$ cat config.mk
export PLATFORM = sky130hd
export DESIGN_NAME = regfile_write_arbiter
export DESIGN_NICKNAME = d
export VERILOG_FILES = /design/src/rtl/regfile_write_arbiter.sv
export SDC_FILE = /design/constraint.sdc
export NUM_CORES = 1
export LEC_CHECK = 0
export CAP_MARGIN = 20
export CORE_AREA = 5 5 73 108
export DETAILED_ROUTE_END_ITERATION = 12
export DIE_AREA = 0 0 78 113
export PLACE_DENSITY = 0.88
export SLEW_MARGIN = 10
export SYNTH_ARGS = -nofsm -noshare
export SYNTH_HDL_FRONTEND = slang
export SYNTH_SLANG_ARGS = --single-unit
$ cat constraint.sdc
create_clock -name clk -period 5.3 [get_ports clk]
set_input_delay 1.06 -clock clk [delete_from_list [all_inputs] [get_ports clk]]
set_output_delay 1.06 -clock clk [all_outputs]
set_load 0.1 [all_outputs]
$ cat src/rtl/regfile_write_arbiter.sv
// Write-port sequencer for the 32x32 register file: zero-fills every register after
// reset/clear, then arbitrates writeback (A) against long-latency results (B).
// Optional: define RF_ARB_ROUND_ROBIN_EN for round-robin arbitration instead of fixed A priority.
module regfile_write_arbiter #(
  parameter int NUM_REGS     = 32,
  parameter int ADDR_W       = 5,
  parameter int DATA_W       = 32,
  parameter int STARVE_LIMIT = 4
) (
  input  logic              clk,
  input  logic              reset,
  input  logic              clear_req,
  input  logic              a_valid,
  input  logic [ADDR_W-1:0] a_reg,
  input  logic [DATA_W-1:0] a_data,
  output logic              a_ready,
  input  logic              b_valid,
  input  logic [ADDR_W-1:0] b_reg,
  input  logic [DATA_W-1:0] b_data,
  output logic              b_ready,
  output logic              RegWrite,
  output logic [ADDR_W-1:0] WriteRegister,
  output logic [DATA_W-1:0] WriteData,
  output logic              init_busy,
  output logic [15:0]       conflict_cnt
);

  // state | meaning
  // INIT  | zero-fill walk, one register per cycle, requesters stalled
  // RUN   | arbitrate A/B onto the write port
  typedef enum logic {INIT, RUN} state_t;

  localparam logic [ADDR_W-1:0] LAST_REG = ADDR_W'(NUM_REGS - 1);

  state_t            stateQ, stateD;
  logic [ADDR_W-1:0] clrCnt;
  logic              grantA, grantB;

`ifdef RF_ARB_ROUND_ROBIN_EN
  logic lastGrantB;
  assign grantB = b_valid && (!a_valid || !lastGrantB);
`else
  localparam int STARVE_W = $clog2(STARVE_LIMIT + 1);
  logic [STARVE_W-1:0] starve;
  assign grantB = b_valid && (!a_valid || (starve == STARVE_W'(STARVE_LIMIT)));
`endif
  assign grantA = a_valid && !grantB;

  assign init_busy = (stateQ == INIT);

  always_comb begin
    stateD  = stateQ;
    a_ready = 1'b0;
    b_ready = 1'b0;
    case (stateQ)
      INIT: begin
        if (clrCnt == LAST_REG) stateD = RUN;
      end
      RUN: begin
        if (clear_req) begin
          stateD = INIT;
        end else begin
          a_ready = grantA;
          b_ready = grantB;
        end
      end
      default: stateD = INIT;
    endcase
  end

  always_ff @(posedge clk or negedge reset) begin
    if (!reset) begin
      stateQ        <= INIT;
      clrCnt        <= '0;
      RegWrite      <= 1'b0;
      WriteRegister <= '0;
      WriteData     <= '0;
      conflict_cnt  <= '0;
`ifdef RF_ARB_ROUND_ROBIN_EN
      lastGrantB    <= 1'b1;
`else
      starve        <= '0;
`endif
    end else begin
      stateQ <= stateD;
      if (stateQ == INIT) begin
        RegWrite      <= 1'b1;
        WriteRegister <= clrCnt;
        WriteData     <= '0;
        clrCnt        <= (clrCnt == LAST_REG) ? '0 : clrCnt + 1'b1;
      end else begin
        if (a_valid && b_valid && (conflict_cnt != 16'hFFFF))
          conflict_cnt <= conflict_cnt + 16'd1;
        // Register 0 is hard-wired zero: accept the request but suppress the write.
        if (clear_req) begin
          RegWrite <= 1'b0;
          clrCnt   <= '0;
        end else if (a_ready) begin
          RegWrite      <= (a_reg != '0);
          WriteRegister <= a_reg;
          WriteData     <= a_data;
        end else if (b_ready) begin
          RegWrite      <= (b_reg != '0);
          WriteRegister <= b_reg;
          WriteData     <= b_data;
        end else begin
          RegWrite <= 1'b0;
        end
`ifdef RF_ARB_ROUND_ROBIN_EN
        if (a_ready)      lastGrantB <= 1'b0;
        else if (b_ready) lastGrantB <= 1'b1;
`else
        if (clear_req || b_ready || !b_valid) starve <= '0;
        else if (a_ready)                     starve <= starve + 1'b1;
`endif
      end
    end
  end

endmodule

==> results.sh <==
export IMPL_status="completed"
export IMPL_synth_ff_type="dfrtp_1"
export IMPL_drtAntennaViolNets=0
export IMPL_grt_max_degree=64
export IMPL_switchingPower_mw=0.569
export IMPL_grt_pass1_vias=2914
export IMPL_num_io_pins=136
export IMPL_rsz0062_at_grt="no"
export IMPL_final_setup_skew_ps=7.62
export IMPL_use_met2_pct=36.0
export IMPL_finalMaxSlewViolations=0
export IMPL_num_fill_cells=539
export IMPL_worstPathArrival_ps=2720
export IMPL_pre_cts_ws_ps=1520
export IMPL_period_needed_ps=3780
export IMPL_layout_setup_ws_ps=1520
export IMPL_design_die_area_sq_um=8810
export IMPL_hold_viol=0
export IMPL_syn_num_nets=340
export IMPL_min_path_type="register to register"
export IMPL_path_class="input port to primary output"
export IMPL_clkPwrFrac_pct=23.5
export IMPL_drt_wirelength_per_cell_microns=19.2
export IMPL_ctsHoldBuffers=0
export IMPL_grt_pass1_wl_microns=14500
export IMPL_layout_common_cells="132 x clkdlybuf4s50_1, 63 x dfrtp_1, 35 x inv_1"
export IMPL_holdPathEnd="WriteData[10]"
export IMPL_start_util_pct=43.3
export IMPL_relSlewSlack_pct=30.5
export IMPL_max_freq_mhz=265
export IMPL_cts_tree="built"
export IMPL_tightest_slew_ps=1040
export IMPL_area_delta_synth_final_pct=50.7
export IMPL_cts_buffer_depth=2
export IMPL_drc=0
export IMPL_rows=37
export IMPL_combPwrFrac_pct=36.3
export IMPL_die_height_microns=113
export IMPL_hold_start="WriteData[10]"
export IMPL_grt_use_total_pct=20.6
export IMPL_start_kind="input port"
export IMPL_place_congestion=0.811
export IMPL_multi_input_area_sq_um=1120
export IMPL_via_count=2672
export IMPL_ys_seq_area_share_pct=53.5
export IMPL_crit_start="clear_req"
export IMPL_syn_area_per_cell_sq_um=11.5
export IMPL_clk_latency_ps=330
export IMPL_vias_per_cell=5.70
export IMPL_final_common_cell="clkdlybuf4s50_1"
export IMPL_synth_edf_count=0
export IMPL_coreArea_sq_um=6810
export IMPL_worst_ep_required_time_ps=4240
export IMPL_p_leak_nw=2.12
export IMPL_fin_setup_tns_ps=0
export IMPL_diodes=0
export IMPL_reg2reg_to="conflict_cnt[13]"
export IMPL_seqPwrFrac_pct=40.2
export IMPL_dr_pass1_iters=10
export IMPL_ir_worst_vdd_mv=0.280
export IMPL_wl_microns=9010
export IMPL_clock_root_buffer="clkbuf_8"
export IMPL_holdPathStages=2
export IMPL_grt_overflow_total=0
export IMPL_regToRegSetupSlack_ps=3380
export IMPL_ff_latch_area_sq_um=1580
export IMPL_drive_above_1_share_pct=6.91
export IMPL_synthArstFlopShare_pct=100
export IMPL_grt_most_used_layer="met2"
export IMPL_reg2reg_from="stateQ"
export IMPL_cts_resized=0
export IMPL_cts_setup_buffers=0
export IMPL_synth_area_sq_um=2950
export IMPL_period_share_pct=71.3
export IMPL_internal_power_mw=0.890
export IMPL_dieWidth_microns=78
export IMPL_grt_antenna_before_repair=0
export IMPL_clkTransAtPathRegs_ps=70
export IMPL_switching_share_pct=39.0
export IMPL_met1_usage_pct=22.8
export IMPL_cts_buffers=9
export IMPL_grt_util_met3_pct=5.41
export IMPL_cp_max_fo=41
export IMPL_r2r_cells=4
export IMPL_nNetsFinal=473
export IMPL_finalSetupViolations=0
export IMPL_drt_first_iter_violations=370
export IMPL_power_density_nw_per_um2=329
export IMPL_maxCapViolations=0
export IMPL_critPathCaptureType="primary output"
export IMPL_htree_levels=3
export IMPL_synth_cells=256
export IMPL_cts_sinks=63
export IMPL_dp_hpwl_microns=6440
export IMPL_yosys_warnings=0
export IMPL_ys_seq_elements=63
export IMPL_port_buffers=135
export IMPL_yosys_cell_types_count=41
-- synth_stat cells (5+ instances only) --
cell / n / area (sq um)
nand2_1: 5 / 18.8
a22oi_1: 5 / 37.5
inv_1: 35 / 131
ha_1: 5 / 62.6
xnor2_1: 11 / 96.3
a222oi_1: 32 / 320
nor2_1: 8 / 30.0
o21ai_0: 9 / 45.0
nand3_1: 14 / 70.1
dfrtp_1: 63 / 1580
buf_6: 7 / 78.8
mux2i_1: 5 / 50.1
xor2_1: 7 / 61.3
and3_1: 5 / 31.3
-- final cells by class --
| class | count | share of cell area [%] |
|---|---|---|
| clock inverter | 2 | 0.225 |
| inverter | 36 | 3.04 |
| timing repair buffer | 138 | 30.7 |
| multi-input combinational | 141 | 25.2 |
| sequential | 63 | 35.5 |
| clock buffer | 11 | 3.18 |
| tap | 78 | 2.20 |
-- registers in the layout, summed over array words and instances, names as in the netlist --
register	count
WriteRegister	5
RegWrite	1
starve	3
stateQ	1
clrCnt	5
conflict_cnt	16
WriteData	32
-- cell families after synthesis --
group | count (synthesis) | share of synthesized area, %
fa+ha+maj | 5 | 2.12
compound gates | 57 | 16.6
mux | 6 | 2.08
flops | 63 | 53.5
buf+inv | 52 | 8.58
xor+xnor | 18 | 5.35
simple gates | 55 | 11.8
-- power by group through the flow --
stage	registers (mW)	logic [mW]	clock network [mW]
2_1_floorplan	0.810	0.142	0
3_3_place_gp	0.591	0.518	0
3_5_place_dp	0.596	0.531	0
4_1_cts	0.587	0.533	0.356
5_1_grt	0.596	0.560	0.377
6_report	0.587	0.529	0.343
-- through the flow --
stage	utilization, %	area, sq um	hold slack [ps]	total power, mW	cells
detailed placement	63.0	4290	479	1.13	456
global placement	63.0	4290	470	1.11	456
floorplan	-	2950	493	0.952	256
CTS	65.3	4440	496	1.48	469
finish	65.3	4440	493	1.46	469
global route	65.3	4440	522	1.53	469
-- critical path, stage by stage --
cell             delay [ps]
clkdlybuf4s50_1         470
nor2b_4                 240
and3_4                  560
buf_4                   390
-- worst max-delay path by stage --
stage	endpoint	slack [ps]	cells past startpoint
3_3_place_gp	a_ready	1560	4
6_report	a_ready	1520	4
2_1_floorplan	b_ready	2220	5
5_1_grt	a_ready	1430	4
3_5_place_dp	a_ready	1520	4
4_1_cts	a_ready	1530	4
-- layer usage --
layer | up-vias | wire length [microns]
met1 | 1310 | 3310
met3 | 18 | 612
met5 | - | 0
li1 | 1220 | -
met4 | 0 | 255
met2 | 124 | 4830
No activity file was read; power rests on OpenSTA's default activity.
